File: config.mk
export PLATFORM = sky130hd
export DESIGN_NAME = debug_host
export DESIGN_NICKNAME = d
export VERILOG_FILES = /design/src/rtl/debug_pkg.sv /design/src/rtl/debug_tx_pacer.sv /design/src/rtl/debug_host.sv
export SDC_FILE = /design/constraint.sdc
export NUM_CORES = 1
export LEC_CHECK = 0
export ABC_AREA = 1
export ABC_CLOCK_PERIOD_IN_PS = 2700
export CORE_UTILIZATION = 40
export DETAILED_ROUTE_END_ITERATION = 16
export HOLD_SLACK_MARGIN = 0.02
export PLACE_DENSITY_LB_ADDON = 0.12
export SLEW_MARGIN = 25
export SYNTH_ARGS = -nofsm -noshare
export SYNTH_HDL_FRONTEND = slang
export SYNTH_SLANG_ARGS = --single-unit
File: constraint.sdc
create_clock -name i_clk -period 2.7 [get_ports i_clk]
set_input_delay 0.54 -clock i_clk [delete_from_list [all_inputs] [get_ports i_clk]]
set_output_delay 0.54 -clock i_clk [all_outputs]
set_load 0.01 [all_outputs]
File: src/rtl/debug_pkg.sv
// Shared codes and types for the debugger byte protocol.
// Used by both the host link master and the target-side debugger.
package debug_pkg;

  typedef enum logic [7:0] {
    CMD_NOP       = 8'h00,
    CMD_ECHO      = 8'h01,
    CMD_MEM_WRITE = 8'h02,
    CMD_MEM_READ  = 8'h03
  } cmd_e;

  localparam int HDR_LEN = 5;

  typedef enum logic [2:0] {
    ST_IDLE,
    ST_SEND_HDR,
    ST_FETCH,
    ST_SEND_DATA,
    ST_SEND_PAD,
    ST_WAIT_RSP,
    ST_DONE
  } state_e;

  typedef struct packed {
    cmd_e        cmd;
    logic [15:0] addr;
    logic [15:0] len;
    logic [7:0]  value;
  } req_t;

  // Unknown command codes collapse to NOP.
  function automatic cmd_e decode_cmd(input logic [7:0] raw);
    case (raw)
      8'h01:   return CMD_ECHO;
      8'h02:   return CMD_MEM_WRITE;
      8'h03:   return CMD_MEM_READ;
      default: return CMD_NOP;
    endcase
  endfunction

endpackage

File: src/rtl/debug_tx_pacer.sv
// Paces bytes into the UART transmitter with a one-cycle guard
// after every strobe to cover the transmitter's busy rise latency.
module debug_tx_pacer (
  input  logic       clk,
  input  logic       rst_n,
  input  logic       byte_req,
  input  logic [7:0] byte_in,
  output logic       byte_ack,
  input  logic       tx_busy,
  output logic       tx_dv,
  output logic [7:0] tx_byte
);

  assign byte_ack = byte_req && !tx_busy && !tx_dv;

  always_ff @(posedge clk or negedge rst_n) begin
    if (!rst_n) begin
      tx_dv   <= 1'b0;
      tx_byte <= '0;
    end else begin
      tx_dv   <= byte_ack;
      tx_byte <= byte_ack ? byte_in : 8'h00;
    end
  end

endmodule

File: src/rtl/debug_host.sv
// Host-side debugger link master: serialises one request into the
// command byte stream and collects the indexed response bytes.
module debug_host
  import debug_pkg::*;
#(
  parameter logic [7:0] PAD_BYTE       = 8'h00,
  parameter int         TIMEOUT_CYCLES = 100000,
  parameter int         TIMEOUT_W      = 17
) (
  input  logic        i_clk,
  input  logic        i_reset_n,
  input  logic        i_req_valid,
  output logic        o_req_ready,
  input  logic [7:0]  i_req_cmd,
  input  logic [15:0] i_req_address,
  input  logic [15:0] i_req_length,
  input  logic [7:0]  i_req_value,
  output logic [15:0] o_src_index,
  output logic        o_src_rd,
  input  logic [7:0]  i_src_data,
  output logic        o_tx_dv,
  output logic [7:0]  o_tx_byte,
  input  logic        i_tx_busy,
  input  logic        i_rx_dv,
  input  logic [7:0]  i_rx_byte,
  output logic        o_rsp_dv,
  output logic [7:0]  o_rsp_byte,
  output logic [15:0] o_rsp_index,
  output logic        o_done,
  output logic        o_error
);

  localparam logic [TIMEOUT_W-1:0] TMO_LAST =
    TIMEOUT_W'(TIMEOUT_CYCLES - 1);

  state_e               state;
  req_t                 req;
  logic [2:0]           hdr_cnt;
  logic [15:0]          pad_cnt;
  logic [15:0]          rsp_cnt;
  logic [15:0]          exp_cnt;
  logic [7:0]           hold;
  logic                 have;
  logic [TIMEOUT_W-1:0] tmo_cnt;

  logic       byte_req;
  logic [7:0] byte_in;
  logic       byte_ack;
  cmd_e       cmd_in;
  logic [7:0] hdr_byte;
  logic [2:0] hdr_last;
  state_e     post_hdr;
  logic       collect;
  logic       rsp_last;

  assign cmd_in      = decode_cmd(i_req_cmd);
  assign o_req_ready = (state == ST_IDLE);

  assign collect  = (state == ST_SEND_PAD || state == ST_WAIT_RSP)
                    && i_rx_dv && (rsp_cnt < exp_cnt);
  assign rsp_last = collect && (rsp_cnt == exp_cnt - 16'd1);

  always_comb begin
    hdr_byte = 8'h00;
    case (hdr_cnt)
      3'd0:    hdr_byte = req.cmd;
      3'd1:    hdr_byte = (req.cmd == CMD_ECHO) ? req.value
                                                : req.addr[15:8];
      3'd2:    hdr_byte = req.addr[7:0];
      3'd3:    hdr_byte = req.len[15:8];
      default: hdr_byte = req.len[7:0];
    endcase
  end

  always_comb begin
    hdr_last = 3'(HDR_LEN - 1);
    post_hdr = ST_DONE;
    unique case (req.cmd)
      CMD_NOP: hdr_last = 3'd0;
      CMD_ECHO: begin
        hdr_last = 3'd1;
        post_hdr = ST_SEND_PAD;
      end
      CMD_MEM_WRITE:
        post_hdr = (req.len == 16'd0) ? ST_DONE : ST_FETCH;
      CMD_MEM_READ:
        post_hdr = (req.len == 16'd0) ? ST_DONE : ST_SEND_PAD;
      default: ;
    endcase
  end

  // The command byte is offered straight from IDLE so it can
  // leave the cycle after capture.
  always_comb begin
    byte_req = 1'b0;
    byte_in  = 8'h00;
    unique case (state)
      ST_IDLE: begin
        byte_req = i_req_valid;
        byte_in  = cmd_in;
      end
      ST_SEND_HDR: begin
        byte_req = 1'b1;
        byte_in  = hdr_byte;
      end
      ST_SEND_DATA: begin
        byte_req = have;
        byte_in  = hold;
      end
      ST_SEND_PAD: begin
        byte_req = 1'b1;
        byte_in  = PAD_BYTE;
      end
      default: ;
    endcase
  end

  debug_tx_pacer u_pacer (
    .clk      (i_clk),
    .rst_n    (i_reset_n),
    .byte_req (byte_req),
    .byte_in  (byte_in),
    .byte_ack (byte_ack),
    .tx_busy  (i_tx_busy),
    .tx_dv    (o_tx_dv),
    .tx_byte  (o_tx_byte)
  );

  always_ff @(posedge i_clk or negedge i_reset_n) begin
    if (!i_reset_n) begin
      state       <= ST_IDLE;
      req         <= '0;
      hdr_cnt     <= '0;
      pad_cnt     <= '0;
      rsp_cnt     <= '0;
      exp_cnt     <= '0;
      hold        <= '0;
      have        <= 1'b0;
      tmo_cnt     <= '0;
      o_src_index <= '0;
      o_src_rd    <= 1'b0;
      o_rsp_dv    <= 1'b0;
      o_rsp_byte  <= '0;
      o_rsp_index <= '0;
      o_done      <= 1'b0;
      o_error     <= 1'b0;
    end else begin
      o_done     <= 1'b0;
      o_error    <= 1'b0;
      o_rsp_dv   <= 1'b0;
      o_rsp_byte <= 8'h00;
      o_src_rd   <= 1'b0;

      if (collect) begin
        o_rsp_dv    <= 1'b1;
        o_rsp_byte  <= i_rx_byte;
        o_rsp_index <= rsp_cnt;
        rsp_cnt     <= rsp_cnt + 16'd1;
      end

      unique case (state)
        ST_IDLE: begin
          if (i_req_valid) begin
            req     <= '{cmd:   cmd_in,
                         addr:  i_req_address,
                         len:   i_req_length,
                         value: i_req_value};
            hdr_cnt <= byte_ack ? 3'd1 : 3'd0;
            pad_cnt <= '0;
            rsp_cnt <= '0;
            unique case (cmd_in)
              CMD_ECHO:     exp_cnt <= 16'd1;
              CMD_MEM_READ: exp_cnt <= i_req_length;
              default:      exp_cnt <= 16'd0;
            endcase
            state <= (byte_ack && cmd_in == CMD_NOP)
                     ? ST_DONE : ST_SEND_HDR;
          end
        end

        ST_SEND_HDR: begin
          if (byte_ack) begin
            if (hdr_cnt == hdr_last) begin
              state   <= post_hdr;
              tmo_cnt <= '0;
              if (post_hdr == ST_FETCH) begin
                o_src_rd    <= 1'b1;
                o_src_index <= 16'd0;
              end
            end else begin
              hdr_cnt <= hdr_cnt + 3'd1;
            end
          end
        end

        ST_FETCH: begin
          have  <= 1'b0;
          state <= ST_SEND_DATA;
        end

        // First cycle captures the source byte, then it is offered.
        ST_SEND_DATA: begin
          if (!have) begin
            hold <= i_src_data;
            have <= 1'b1;
          end else if (byte_ack) begin
            if (o_src_index == req.len - 16'd1) begin
              state <= ST_DONE;
            end else begin
              o_src_index <= o_src_index + 16'd1;
              o_src_rd    <= 1'b1;
              state       <= ST_FETCH;
            end
          end
        end

        ST_SEND_PAD: begin
          if (rsp_last) begin
            state <= ST_DONE;
          end else if (byte_ack) begin
            if (pad_cnt == exp_cnt - 16'd1) begin
              state   <= ST_WAIT_RSP;
              tmo_cnt <= '0;
            end else begin
              pad_cnt <= pad_cnt + 16'd1;
            end
          end
        end

        ST_WAIT_RSP: begin
          if (rsp_last) begin
            state <= ST_DONE;
          end else if (i_rx_dv) begin
            tmo_cnt <= '0;
          end else if (tmo_cnt == TMO_LAST) begin
            o_done  <= 1'b1;
            o_error <= 1'b1;
            state   <= ST_IDLE;
          end else begin
            tmo_cnt <= tmo_cnt + 1'b1;
          end
        end

        ST_DONE: begin
          o_done <= 1'b1;
          state  <= ST_IDLE;
        end

        default: state <= ST_IDLE;
      endcase
    end
  end

endmodule

# --- Yosys cells after proc, flatten, opt, wreduce, memory -nomap -nowiden ---
# Index checks and enable logic that the tools add are counted.
classes:
  mux: 69
  n_bitwise: 1
  n_eq_ne: 41
  order_cmp: 1
  add_sub_neg: 7
  n_reduce_logical: 27
op_table:
  columns: ["cell", "count"]
  rows:
  - ["two-way mux 16 bit", 13]
  - ["two-way mux 17 bit", 8]
  - ["one-hot mux 16 bit (2 select lines)", 3]
  - ["two-way mux 3 bit", 17]
  - ["one-hot mux 17 bit (3 select lines)", 1]
  - ["adder 16 x 1 -> 16 bit, second input constant", 3]
  - ["equality test 16 bit", 3]
  - ["equality test 8 x 2 -> 1 bit, second input constant", 5]
  - ["one-hot mux 8 bit (4 select lines)", 1]
  - ["subtractor 16 x 1 -> 16 bit, second input constant", 2]
  - ["equality test 8 x 1 -> 1 bit, second input constant", 3]
  - ["two-way mux 8 bit", 3]
  - ["!= test 2 bit, second input constant", 12]
  - ["one-hot mux 8 bit (3 select lines)", 1]
  - ["one-hot mux 3 bit (6 select lines)", 1]
  - ["adder 17 x 1 -> 17 bit, second input constant", 1]
  - ["equality test 17 bit, second input constant", 1]
  - ["logical NOT 16 bit", 1]
  - ["logical NOT 8 bit", 2]
  - ["< comparator 16 bit", 1]
  - ["equality test 3 x 2 -> 1 bit, second input constant", 5]
  - ["two-way mux 1 bit", 12]
  - ["one-hot mux 3 bit (2 select lines)", 2]
  - ["equality test 3 bit, second input constant", 3]
  - ["25 further kinds", 42]
totals:
  ff_bits: 181
  word_cells: 167

# --- Logic depth before layout (Yosys ltp) ---
logic_depth:
  ltp_word: 9
  ltp_mapped: 18
  ltp_nobuf: 18

# --- Hierarchy ---
# From an unflattened synthesis, not the netlist that was laid out.
hier_totals:
  hier_cells: 1488
  area_unflattened_um2: 10747.8
by_module_without_submodules:
  columns: ["mod", "seq_area_each_um2", "n_inst", "cells_per_inst", "area_each_um2"]
  rows:
  - ["debug_host", 4154.0, 1, 1460, 10443.8]
  - ["debug_tx_pacer", 225.2, 1, 28, 304.0]

# --- Worst setup path after synthesis ---
# Ideal clock, no wire load.
synth_path:
  path_kind: "flip-flop to flip-flop"
  from: "reg exp_cnt[0]"
  to: "reg tmo_cnt[10]"
  path_buffers: 1
  stages_incl_launch_ff: 17
  synth_period_minus_slack_ns: 2.272
  path_slack_ns: 0.428
  arrival_time_ns: 2.151
  t_required_ns: 2.580
  path_cell_list: "dfrtp_1 -> inv_1 -> ha_1 -> nand2_2 -> nor2_4 -> nand2_1 -> nand2_1 -> nand3_1 -> nand2_1 -> nand2_1 -> nor2_1 -> nand4_1 -> nand2_1 -> nand2_2 -> buf_6 -> o21ai_1 -> nand2_1"
synth_between:
  elab_chain_cells: 5
synth_lines:
  columns: ["element", "line", "text"]
  rows:
  - ["start: declaration", "debug_host.sv:41", "logic [15:0] exp_cnt;"]
  - ["start signal: assignment", "debug_host.sv:173", "CMD_MEM_READ: exp_cnt <= i_req_length;"]
  - ["subtractor 16 x 1 -> 16 bit / < comparator 16 bit (equally long branches)", "debug_host.sv:61, debug_host.sv:221, debug_host.sv:60", null]
  - ["equality test 16 bit / logical AND 1 bit (equally long branches)", "debug_host.sv:61, debug_host.sv:60", null]
  - ["logical AND 1 bit", "debug_host.sv:61", "assign rsp_last = collect && (rsp_cnt == exp_cnt - 16'd1);"]
  - ["!= test 2 bit (no line)", null, null]
  - ["AND reduction 8 bit (no line) (*)", null, null]
  - ["end signal: assignment", "debug_host.sv:240", "tmo_cnt <= tmo_cnt + 1'b1;"]
  - ["end: declaration", "debug_host.sv:44", "logic [TIMEOUT_W-1:0] tmo_cnt;"]
# Every way passes the cells marked *; elsewhere a longest branch is shown, timed or not.
# A chain may end at the register's enable or synchronous reset.

# --- Worst setup path in the final report ---
layout_path:
  from: "reg exp_cnt[11]"
  to: "reg rsp_cnt[5]"
layout_between:
  elab_chain_cells: 5
layout_lines:
  columns: ["element", "line", "text"]
  rows:
  - ["< comparator 16 bit (*)", "debug_host.sv:60", "&& i_rx_dv && (rsp_cnt < exp_cnt);"]
  - ["logical AND 1 bit (*)", "debug_host.sv:60", null]
  - ["two-way mux 16 bit (*)", "debug_host.sv:154", "if (collect) begin"]
  - ["two-way mux 16 bit", "debug_host.sv:163", "if (i_req_valid) begin"]
  - ["two-way mux 16 bit (*)", "debug_host.sv:161", "unique case (state)"]
  - ["end signal: assignment", "debug_host.sv:158", "rsp_cnt <= rsp_cnt + 16'd1;"]
  - ["end: declaration", "debug_host.sv:40", "logic [15:0] rsp_cnt;"]
# Marks and branches as above.

==> flow_metrics.tcl <==
set metrics [dict create \
    reg2reg_depth 12 \
    clock_sinks 175 \
    drv_cap 0 \
    cts_tree "done" \
    core_area_um2 27000 \
    cts_buffers 17 \
    clk_path_buf_depth 2 \
    synth_cell_types 47 \
    required_ps 3030 \
    clk_latency_ps 450 \
    slew_viol_final 0 \
    final_layout_size_suffix_gt1_share_pct 10.2 \
    cts_max_level 4 \
    cp_max_fo 10 \
    slew_headroom_pct 59.5 \
    r2r-end "rsp_cnt[5]$_DFF_PN0_" \
    synth_fa_ha_area_share_pct 3.19 \
    synthSimpleGateAreaFrac_pct 35.3 \
    yosys-top-cells-area "dfrtp_1 (40%), nand2_1 (16%), nand3_1 (5.9%)" \
    root_buffer "clkbuf_16" \
    post-place-ws_ps 92.9 \
    p_int_mw 6.16 \
    first_iter_violations 722 \
    synth.top_cell.area_share_pct 39.9 \
    die_x_um 168 \
    worstHoldStart "req[6]$_DFFE_PN0P_" \
    port-buffer-count 122 \
    ys_ff_latch 175 \
    synth_edf_count 0 \
    worstSetupPathType "flop to flop" \
    start_util_pct 40.7 \
    muxShareOfSynthArea_pct 0.821 \
    period_minus_slack_ps 2530 \
    powerDensity_nw_per_um2 779 \
    ys_seq_area_share_pct 39.9 \
    globalplace.congestion 0.938 \
    synth_compound_area_share_pct 9.99 \
    num_rows 60 \
    grt_max_degree 62 \
    grt_pass1_wl_mm 57.0 \
    holdCritPathClass "flop to flop" \
    min_to "req[6]$_DFFE_PN0P_" \
    die_h_um 168 \
    dieArea_um2 28100 \
    cp-end-kind "flop" \
    synth_xor_area_share_pct 3.35 \
    io_pins 123 \
    syn_to_final_growth_pct 25.6 \
    crit_start "exp_cnt[11]$_DFFE_PN0P_" \
    grt-ovfl-total 0 \
    p_sw_mw 4.58 \
    synth_area_um2 11000 \
    synthesis.nets 1641 \
    fmax_mhz 396 \
    period_share_pct 93.6 \
    antenna_left 0 \
    start_kind "flop" \
    status "finished clean" \
    fin_util_pct 51.1 \
    switching_share_pct 42.6 \
    finalSetupViolations 0 \
    finalWorstSetupSlack_ps 173 \
    grt_pass1_vias 10600 \
    pwr-share-comb_pct 41.1 \
    via_per_inst 5.26 \
    yosys.area.top_type "dfrtp_1" \
    synth_top_flop_cell "dfrtp_1" \
    yosys_warnings 0 \
    critPathMaxStageDelay_ps 440 \
    synth.avg_cell_area_um2 7.11 \
    seq_power_share_pct 33.8 \
    leakage_nw 6.34 \
    synth_top_family_by_area "simple AND/OR/NAND/NOR gates" \
    peakVddDrop_mv 0.435 \
    clk_pin_slew_ps 90 \
    worstPathCellList "inv_1 -> ha_1 -> a21oi_1 -> o21ai_0 -> a21oi_1 -> nand3_2 -> inv_1 -> buf_12 -> nand4_1 -> buf_4 -> o21ai_0 -> a21oi_1" \
    tightest_slew_ps 602 \
    critPathMostFrequentCell "a21oi_1" \
    grt_use_total_pct 25.7 \
    r2r_slack_ps 170 \
    final_net_count 1815 \
    holdPathStages 2 \
    crit_slowest_cell "dfrtp_1" \
    first_pass_iters 5 \
    worstPathArrival_ps 2860 \
    syn_inst 1544 \
    final.fill_count 2646 \
    vias 10900 \
    pwr-share-clk_pct 25.1 \
    hold_violations 0 \
    antenna_found_initial 0 \
    async_reset_ff_share_pct 100 \
    place.detailed.hpwl_mm 27.0 \
    routedWlPerCell_um 16.9 \
    drcViolationCount 0 \
    wirelength_mm 35.0 \
    skew_ps 17.0 \
    num_antenna_cells 0 \
    reg2reg_from "exp_cnt[11]$_DFFE_PN0P_" \
]
## state kept, by name (all words and copies together) (netlist names), 16 cells and up
signal       flops
rsp_cnt         16
tmo_cnt         17
exp_cnt         16
pad_cnt         16
o_rsp_index     16
req             42
o_src_index     16
## routing by layer
layer	global-route usage (%)	share of wire (%)	vias up
met1	34.1	46	5146
met3	3.26	3.9	51
li1	-	-	5416
met5	0	0	-
met4	8.62	2.8	0
met2	43.2	47	285
## worst max-delay path by stage
stage / cells after the start / slack [ps] / end
global placement: 12 / 110 / tmo_cnt[3]$_DFFE_PN0P_
detailed placement: 12 / 90 / tmo_cnt[5]$_DFFE_PN0P_
floorplan: 16 / 430 / tmo_cnt[10]$_DFFE_PN0P_
CTS: 17 / 80 / tmo_cnt[11]$_DFFE_PN0P_
finish: 12 / 170 / rsp_cnt[5]$_DFF_PN0_
global route: 16 / -20 / state[2]$_DFFE_PN0P_
## cells in the final DEF (no fill, tap or decap), types with 26 or more instances in the layout
master / Yosys / layout
nand2_1: 482 / 480
buf_4: 2 / 60
dfrtp_1: 175 / 174
clkdlybuf4s50_1: 0 / 121
nand4_1: 29 / 29
nor3_1: 42 / 42
nand3_1: 130 / 127
o21ai_0: 79 / 79
inv_1: 156 / 152
o21ai_1: 39 / 38
nor2_1: 159 / 154
ha_1: 28 / 26
xor2_1: 33 / 32
## cell families after synthesis
logic type | after synthesis
simple gates | 896
buf+inv | 202
compound gates | 193
flops | 175
xor+xnor | 42
fa+ha+maj | 28
mux | 8
## cells in the mapped netlist (4+ instances only)
cell,instances
o21ai_0,79
dfrtp_1,175
a31oi_1,4
nand3b_1,5
nor2_4,7
nor3_1,42
nand2_1,482
nor2_1,159
xor2_1,33
xnor2_1,9
inv_2,4
a22oi_1,5
o22ai_1,19
nor2_2,4
buf_6,6
o211ai_1,4
buf_2,4
ha_1,28
a21oi_1,23
nand3_1,130
nand2_2,6
mux2_2,8
o2111ai_1,6
clkbuf_1,23
nor4_1,13
or2_2,9
o21ai_1,39
clkinv_1,5
inv_1,156
o21ai_2,6
nand4_1,29
## worst max-delay path: cells and delay by family, from the launching register on
| kind | cells | cell delay [ps] |
|---|---|---|
| AO/OA/AOI/OAI | 5 | 680 |
| adder cells (fa/ha/maj) | 1 | 280 |
| buffers and inverters | 4 | 700 |
| flip-flops | 1 | 440 |
| AND/OR/NAND/NOR | 2 | 320 |
## what timing repair did
action / in CTS / in global routing
gates resized for setup: 0 / 25
setup buffers: 0 / 8
setup endpoints to repair: 0 / 52
endpoints found under the hold margin: 22 / 0
hold buffers: 1 / 0
## power by group through the flow
stage / registers (mW) / clock network [mW] / logic (mW)
global route: 3.70 / 2.85 / 4.91
CTS: 3.62 / 2.75 / 4.25
floorplan: 3.59 / 0 / 2.71
detailed placement: 3.67 / 0 / 4.23
global placement: 3.67 / 0 / 4.18
finish: 3.63 / 2.69 / 4.41
## area by class of cell
cell class,instances,area (µm²),share of cell area (%)
multi-input cells,1168,5880,42.7
flip-flops and latches,175,4380,31.8
repair buffers,191,1830,13.3
clock buffers,17,425,3.09
well taps,341,427,3.10
inverters,165,619,4.49
clock inverters,15,218,1.58
## per-stage QoR
step | cell area (µm²) | cells | setup TNS (ps) | total power [mW] | hold WS (ps)
CTS | 13600 | 2063 | 0 | 10.6 | 487
global route | 13800 | 2072 | -35.5 | 11.5 | 503
finish | 13800 | 2072 | 0 | 10.7 | 478
floorplan | 11000 | 1544 | 0 | 6.30 | 244
global placement | 13000 | 2030 | 0 | 7.85 | 425
detailed placement | 13000 | 2030 | 0 | 7.90 | 433
Note: power is estimated with default switching activity, not from simulation.
